==> src/rtl/fetch_ctrl.sv <==
// fetch_ctrl: instruction fetch sequencer. A registered pc addresses a
// combinational instruction memory; fetched {pc, word} pairs go into a
// 2-entry buffer whose head feeds decode with a valid/ready handshake.
module fetch_ctrl #(
  parameter int ADDR_W    = 5,
  parameter int DATA_W    = 32,
  parameter int LAST_ADDR = 30
) (
  input  logic              clk,
  input  logic              rst_n,
  input  logic              start,
  input  logic              redir_valid,
  input  logic [ADDR_W-1:0] redir_addr,
  output logic [ADDR_W-1:0] imem_addr,
  input  logic [DATA_W-1:0] imem_data,
  output logic              inst_valid,
  output logic [DATA_W-1:0] inst_data,
  output logic [ADDR_W-1:0] inst_pc,
  input  logic              inst_ready,
  output logic              busy,
  output logic              halted
);

  localparam logic [ADDR_W-1:0] LAST = ADDR_W'(LAST_ADDR);

  typedef enum logic [1:0] {
    IDLE  = 2'd0,
    FETCH = 2'd1,
    HALT  = 2'd2
  } state_t;

  state_t state_q, state_d;

  logic [ADDR_W-1:0] pc_q;
  logic [ADDR_W-1:0] buf_pc   [2];
  logic [DATA_W-1:0] buf_data [2];
  logic              rd_ptr_q, wr_ptr_q;
  logic [1:0]        count_q;
  logic              full, pop, enq;

  assign full       = (count_q == 2'd2);
  assign inst_valid = (count_q != 2'd0);
  // Head is gated by valid so a flushed buffer presents zeros, as after reset.
  assign inst_pc    = inst_valid ? buf_pc[rd_ptr_q]   : '0;
  assign inst_data  = inst_valid ? buf_data[rd_ptr_q] : '0;
  assign imem_addr  = pc_q;

  // A redirect suppresses both sides of the buffer for its cycle.
  assign pop = inst_valid && inst_ready && !redir_valid;
  assign enq = (state_q == FETCH) && (!full || pop) && !redir_valid;

  // State register
  always_ff @(posedge clk or negedge rst_n) begin
    if (!rst_n) state_q <= IDLE;
    else        state_q <= state_d;
  end

  // Next-state and status outputs; redirect overrides every other transition
  always_comb begin
    state_d = state_q;
    busy    = (state_q == FETCH);
    halted  = (state_q == HALT);
    unique case (state_q)
      IDLE:    if (start) state_d = FETCH;
      FETCH:   if (enq && pc_q == LAST) state_d = HALT;
      HALT:    if (start) state_d = IDLE;
      default: state_d = IDLE;
    endcase
    if (redir_valid) state_d = (redir_addr > LAST) ? HALT : FETCH;
  end

  // Program counter: redirect load, restart from 0, or advance on enqueue
  always_ff @(posedge clk or negedge rst_n) begin
    if (!rst_n) begin
      pc_q <= '0;
    end else if (redir_valid) begin
      pc_q <= redir_addr;
    end else if (state_q == IDLE && start) begin
      pc_q <= '0;
    end else if (enq && pc_q != LAST) begin
      pc_q <= pc_q + 1'b1;
    end
  end

  // Two-entry fetch buffer with flush on redirect
  always_ff @(posedge clk or negedge rst_n) begin
    if (!rst_n) begin
      rd_ptr_q    <= 1'b0;
      wr_ptr_q    <= 1'b0;
      count_q     <= '0;
      buf_pc[0]   <= '0;
      buf_pc[1]   <= '0;
      buf_data[0] <= '0;
      buf_data[1] <= '0;
    end else if (redir_valid) begin
      rd_ptr_q <= 1'b0;
      wr_ptr_q <= 1'b0;
      count_q  <= '0;
    end else begin
      if (enq) begin
        buf_pc[wr_ptr_q]   <= pc_q;
        buf_data[wr_ptr_q] <= imem_data;
        wr_ptr_q           <= ~wr_ptr_q;
      end
      if (pop) rd_ptr_q <= ~rd_ptr_q;
      unique case ({enq, pop})
        2'b10:   count_q <= count_q + 2'd1;
        2'b01:   count_q <= count_q - 2'd1;
        default: count_q <= count_q;
      endcase
    end
  end

endmodule

==> config.mk <==
export PLATFORM = sky130hd
export DESIGN_NAME = fetch_ctrl
export DESIGN_NICKNAME = d
export VERILOG_FILES = /design/src/rtl/fetch_ctrl.sv
export SDC_FILE = /design/constraint.sdc
export NUM_CORES = 1
export LEC_CHECK = 0
export BUFFER_PORTS_ARGS = -buffer_cell sky130_fd_sc_hd__buf_2
export CAP_MARGIN = 20
export CORE_MARGIN = 1.5
export CORE_UTILIZATION = 49
export CTS_CLUSTER_SIZE = 16
export DETAILED_ROUTE_END_ITERATION = 10
export PLACE_DENSITY = 0.76
export REMOVE_ABC_BUFFERS = 1
export SYNTH_ARGS = -nofsm -noshare
export SYNTH_HDL_FRONTEND = slang
export SYNTH_SLANG_ARGS = --single-unit
export TNS_END_PERCENT = 100
==> constraint.sdc <==
create_clock -name clk -period 1.75 [get_ports clk]
set_input_delay 0.0875 -clock clk [delete_from_list [all_inputs] [get_ports clk]]
set_output_delay 0.0875 -clock clk [all_outputs]
set_load 0.01 [all_outputs]
==> metrics.txt, run 1 <==
met2 usage between 30% and 40%; first-pass GRT wire length 14.7 mm; Setup CP Type flop to flop; sequential share of the synthesized area 51.4%; share of cells above drive strength 1 roughly 42%; number of global-route vias before repair ~3100; worst skew pair latency 0.35 ns; gr usage total between 20% and 30%; GRT busiest layer met2; RSZ-0062 raised after global routing no; Post-synth EDFFs 0; TritonCTS buffer count 9; upper clock frequency limit 596 MHz; Critical Path Start state_q[1]; Slew headroom about 69%; max-capacitance violation count 0; global routing usage on met3 slightly above 6%; Hold Crit Class input port to flop; CP Capture Type flop; Layout Nets 501; fin. max-slew vios 0; placed cell areas 0.00484 mm²; Finished Cell Area approximately 0.0054 mm²; status finished clean; DRT iter0 DRCs 124; Period minus WS final between 1.5 and 2 ns; Power Density roughly 1100 mW/mm²; Die Area approximately 0.009 mm²; area grow syn2layout 31.0%; Die Y between 90 and 100 µm; launching point of the worst reg2reg path state_q[1]; Startpoint Class flop; IO Pins 87; Via density around 5.2; FF+latch area 0.00213 mm²; core region area 0.00818 mm²; fill count about 600; largest net degree at the start of global routing 39; routed len/inst around 16 µm; Period Utilization, post-route a little over nine tenths; footprint of the multi-input gates approximately 0.0019 mm²; First-pass DRT Iterations 4; clk root buf clkbuf_8; hold_ws roughly 0.046 ns; maximum VDD drop roughly 480 µV; Die Span X 94.9 µm; Leakage ~2.6 nW; Cell variety after synth 42; hpwl dp 6.01 mm; grt ovf 0; Setup TNS 0 ns; capturing point of the worst reg2reg path buf_data[34]; gpl congestion roughly 0.76; Worst-path clk slew approximately 0.090 ns; Avg Cell Area, Syn approximately 13 µm²; CP Max Fanout 14; R2R cell count 6; ANT nets after route 0; Vias just under 3000; post-synthesis async set-or-reset flop share between 90% and 100%; pre-CTS WS about 0.073 ns; Ant. Diodes 0; r2r setup slk approximately 0.07 ns; Final Power slightly above 6 mW; area of the mapped netlist between 0.004 and 0.005 mm²; CTS Buffer Depth 2; Synth warnings 0; Fin. Hold Viols 0; clk_skew approximately 0.0078 ns; grt met1 use 26.6%; Starting Density about half; clock sink count 85; Final WS setup about 0.07 ns; crit path capture buf_data[34]; Rows 33; port buffer count 86; DR DRC count 0; Worst EP required ~2 ns; placed insts a little over 500; initial antenna violation count 0; H-tree level count 3; final std cells w/o fill between 500 and 600; Cells after Synth 321; Final setup violation count 0; ys flop type dfrtp_1; Post-Route Utilization roughly 66%; Slew @ Worst Pin about 0.47 ns; flip-flop and latch count after synthesis 85; Crit path arrival time around 1.9 ns; CTS tree done; Total Wirelength between 8 and 9 mm
==> report_power, final <==
part / leakage (nW) / switching [mW] / internal (mW)
logic: 1.42 / 0.718 / 1.01
registers: 1.03 / 0.329 / 2.55
clock network: 0.110 / 0.726 / 0.811
==> cell usage after synthesis, drive strengths merged, types with 2 or more instances <==
cell,n,area [µm²]
a211oi,2,15.0
a21oi,4,20.0
a22oi,2,15.0
a2bb2oi,2,17.5
and3,2,12.5
buf,13,98.8
clkbuf,5,18.8
dfrtp,85,2130
ha,2,25.0
inv,4,15.0
mux2,72,923
mux2i,38,380
nand2,10,37.5
nand3,3,27.5
nand4,2,18.8
nor2,46,180
nor2b,2,12.5
nor3,4,20.0
o21ai,7,35.0
xnor2,2,17.5
==> what timing repair did <==
item,CTS,global route
buffers inserted,0,0
endpoints found under the setup margin,0,7
hold buffers,35,0
gates resized for setup,0,1
endpoints found under the hold margin,99,0
==> worst max-delay path, cell delays in order (launching register included) <==
cell	delay, ns
dfrtp_1	0.41
nor2_1	0.12
buf_4	0.16
nand3_4	0.09
nor2_4	0.24
buf_12	0.20
mux2_2	0.34
==> final cells by class <==
type	instances	share of cell area, %
flip-flops and latches	85	39.3
multi-input cells	214	34.7
repair buffers	143	19.1
clock buffers	9	2.29
well taps	105	2.42
clock inverters	7	1.82
inverters	4	0.277
==> metal layers <==
layer	wire length, µm	vias to the layer above
met1	3890	1461
met5	0	-
met4	102	0
met3	530	8
met2	4400	86
li1	-	1396
==> logic make-up (layout without fill, tap and decap cells) <==
family	count (synthesis)	in the layout	synth area share (%)
and+or+nand+nor	75	75	8.74
adders and majority gates	2	2	0.605
muxes	110	110	31.5
AOI/OAI and AO/OA	24	24	3.84
xor gates and xnor gates	3	3	0.636
buffers and inverters	22	163	3.21
DFF	85	85	51.4
==> worst min path at each step <==
stage                        startpoint            to  slack [ns]  cells past startpoint
final                     redir_addr[2]  imem_addr[2]        0.05                      3
after CTS                 redir_addr[2]  imem_addr[2]        0.03                      3
after global routing      redir_addr[2]  imem_addr[2]        0.03                      3
after detailed placement          rst_n  buf_data[23]        0.08                      1
after floorplan                   rst_n   buf_data[0]       -0.21                      0
after global placement            rst_n  buf_data[23]        0.07                      1
==> flip-flops by register name, indices dropped and copies added, names as in the netlist <==
signal	flops
wr_ptr_q	1
rd_ptr_q	1
buf_data	64
count_q	2
state_q	2
imem_addr	5
buf_pc	10
==> layout by cell type (no fill, tap or decap), types with 4 or more instances in the layout <==
cell	instances
dlygate4sd3_1	35
nor2_1	44
buf_4	16
mux2_1	6
dfrtp_1	84
mux2_4	30
buf_12	7
nand2_1	10
o21ai_0	7
nor3_1	4
buf_2	85
inv_1	4
a21oi_1	4
mux2i_1	38
clkbuf_8	9
mux2_2	36
(Power assumes the default switching activity.)
==> run 2, diff against run 1 <==
--- a/config.mk
+++ b/config.mk
@@ -8,10 +8,10 @@
 export BUFFER_PORTS_ARGS = -buffer_cell sky130_fd_sc_hd__buf_2
 export CAP_MARGIN = 20
 export CORE_MARGIN = 1.5
-export CORE_UTILIZATION = 49
+export CORE_UTILIZATION = 59
 export CTS_CLUSTER_SIZE = 16
 export DETAILED_ROUTE_END_ITERATION = 10
-export PLACE_DENSITY = 0.76
+export PLACE_DENSITY = 0.95
 export REMOVE_ABC_BUFFERS = 1
 export SYNTH_ARGS = -nofsm -noshare
 export SYNTH_HDL_FRONTEND = slang
==> constraint.sdc (replaced) <==
create_clock -name clk -period 2.1 [get_ports clk]
set_input_delay 0.105 -clock clk [delete_from_list [all_inputs] [get_ports clk]]
set_output_delay 0.105 -clock clk [all_outputs]
set_load 0.01 [all_outputs]
==> metrics.txt, run 2 (synthesis results as in run 1) <==
first-pass GRT wire length 14.0 mm (-4.3%); pre-CTS WS 0.267 ns (+0.195 ns); WL met3 463 µm (-13%); CP cell instances inv_1 -> ha_1 -> and4_1 -> and4bb_1 -> nor3_1 -> a311oi_1; CTS Buffer Depth 2 (unchanged); worst skew pair latency 0.35 ns (about the same); hpwl dp 5.73 mm (-4.7%); Hold Crit Class input port to flop; Slew @ Worst Pin 0.645 ns (+0.173 ns); hold path endpoint buf_data[55]; maximum VDD drop 528 µV (+8.9%); Die Span X 86.7 µm (-8.6%); Period minus WS final 1.94 ns (+0.260 ns); Die Area 0.00752 mm² (-16%); R2R cell count 6 (unchanged); Die Y 86.7 µm (-8.6%); TritonCTS buffer count 9 (unchanged); CP Capture Type flop; First-pass DRT Iterations 4 (unchanged); family with the most delay on the worst path simple AND/OR/NAND/NOR gates; capturing point of the worst reg2reg path imem_addr[2]; Final setup violation count 0 (unchanged); gpl congestion 0.819 (+7.4%); Fin. Hold Viols 0 (unchanged); hold depth 2 (-1); Final WS setup 0.161 ns (+0.0903 ns); Layout Nets 471 (-6.0%); Rows 30 (-9.1%); largest net degree at the start of global routing 51 (+31%); core region area 0.00679 mm² (-17%); clock sink count 85 (unchanged); Ant. Diodes 0 (unchanged); Worst-path clk slew 0.09 ns (about the same); initial antenna violation count 0 (unchanged); worst path bufs/invs 1 (-1); upper clock frequency limit 516 MHz (-13%); share of cells above drive strength 1 41.9% (-0.53 points); highest metal used met4; WL met2 4.55 mm (+3.4%); Leakage 2.38 nW (-6.8%); Largest register FFs 64 (unchanged); r2r setup slk 0.16 ns (+0.09 ns); Via density 5.53 (+6.3%); Power Density 962 mW/mm² (-15%); DRT iter0 DRCs 157 (+27%); IO Pins 87 (unchanged); Slew headroom 57.0% (-12 points); Worst Hold Launch imem_data[23]; commonest non-fill, non-tap cell in the layout buf_2; max incr delay on CP 0.50 ns (+0.09 ns); Post-Route Utilization 74.5% (+8.2 points); port buffer count 86 (unchanged); status finished clean; DR DRC count 0 (unchanged); most flop-heavy register buf_data; clk root buf clkbuf_8; number of global-route vias before repair 3008 (-1.9%); max-capacitance violation count 0 (unchanged); Crit path arrival time 2.16 ns (+0.24 ns); Final Power 4.87 mW (-21%); CP Max Fanout 7 (-7); commonest cells after routing, fill and taps aside buf_2 (85), dfrtp_1 (84), nor2_1 (44); Startpoint Class flop; Starting Density 60.9% (+10 points); gr usage total 24.4% (+3.0 points); PostCTS Resize Cnt 0 (unchanged); H-tree level count 3 (unchanged); RSZ-0062 raised after global routing no; Total Wirelength 8.89 mm (-0.37%); routed len/inst 16.8 µm (+7.0%); CP max-delay cell dfrtp_1; area grow syn2layout 22.4%; Vias 2922 (-0.98%); clk_skew 0.00799 ns (+0.000184 ns); CTS tree done; Setup CP Type flop to flop; grt ovf 0 (unchanged); launching point of the worst reg2reg path imem_addr[0]; fin. max-slew vios 0 (unchanged); ANT nets after route 0 (unchanged); Period Utilization, post-route 92.3% (-3.6 points); Setup TNS 0 ns (unchanged); Met1 Wirelength 3.76 mm (-3.5%); Worst EP required 2.33 ns (+0.34 ns)
## run 2: worst max path at each step
stage | start | endpoint | depth (start not counted)
2_1_floorplan | count_q[1] | rd_ptr_q | 5
3_3_place_gp | count_q[0] | buf_data[8] | 4
3_5_place_dp | imem_addr[0] | imem_addr[2] | 6
4_1_cts | imem_addr[0] | imem_addr[2] | 6
5_1_grt | imem_addr[0] | imem_addr[2] | 6
6_report | imem_addr[0] | imem_addr[2] | 6
## run 2: worst reg2reg max path, delay by kind of cell (launching register included)
kind                       cells  cell delay [ns]
adders and majority gates      1             0.23
and+or+nand+nor                3             0.72
buffers and inverters          1             0.10
AOI/OAI and AO/OA              1             0.28
DFF                            1             0.50
## run 2: per-stage QoR
stage,instances,instance area [µm²],hold WS [ns]
2_1_floorplan,303,4020,-0.191
3_3_place_gp,492,4680,0.157
3_5_place_dp,492,4680,0.171
4_1_cts,527,5050,0.000367
5_1_grt,528,5060,0.000451
6_report,528,5060,0.00761
## run 2: repair_timing
item / 4_1_cts / 5_1_grt
buffers inserted: 0 / 0
hold buffers: 19 / 1
hold endpoints to repair: 77 / 1
setup endpoints to repair: 0 / 0
## run 2: metal layers
metal  track usage, %  vias to the layer above
li1                 -                     1343
met1             29.9                     1458
met2             43.3                      106
met3             5.14                       15
met4             7.04                        0
met5                0                        -
## run 2: layout make-up
cell class,instances,area (µm²)
clock buffer,10,138
sequential,85,2130
clock inverter,6,46.3
tap,96,120
fill,436,1730
timing repair buffer,113,736
multi-input combinational,214,1880
inverter,4,15.0
## run 2: report_power, final
| part | internal (mW) | total, mW | switching, mW |
|---|---|---|---|
| clock network | 0.470 | 1.07 | 0.601 |
| logic | 0.783 | 1.37 | 0.587 |
| registers | 2.12 | 2.43 | 0.304 |
| total | 3.38 | 4.87 | 1.49 |
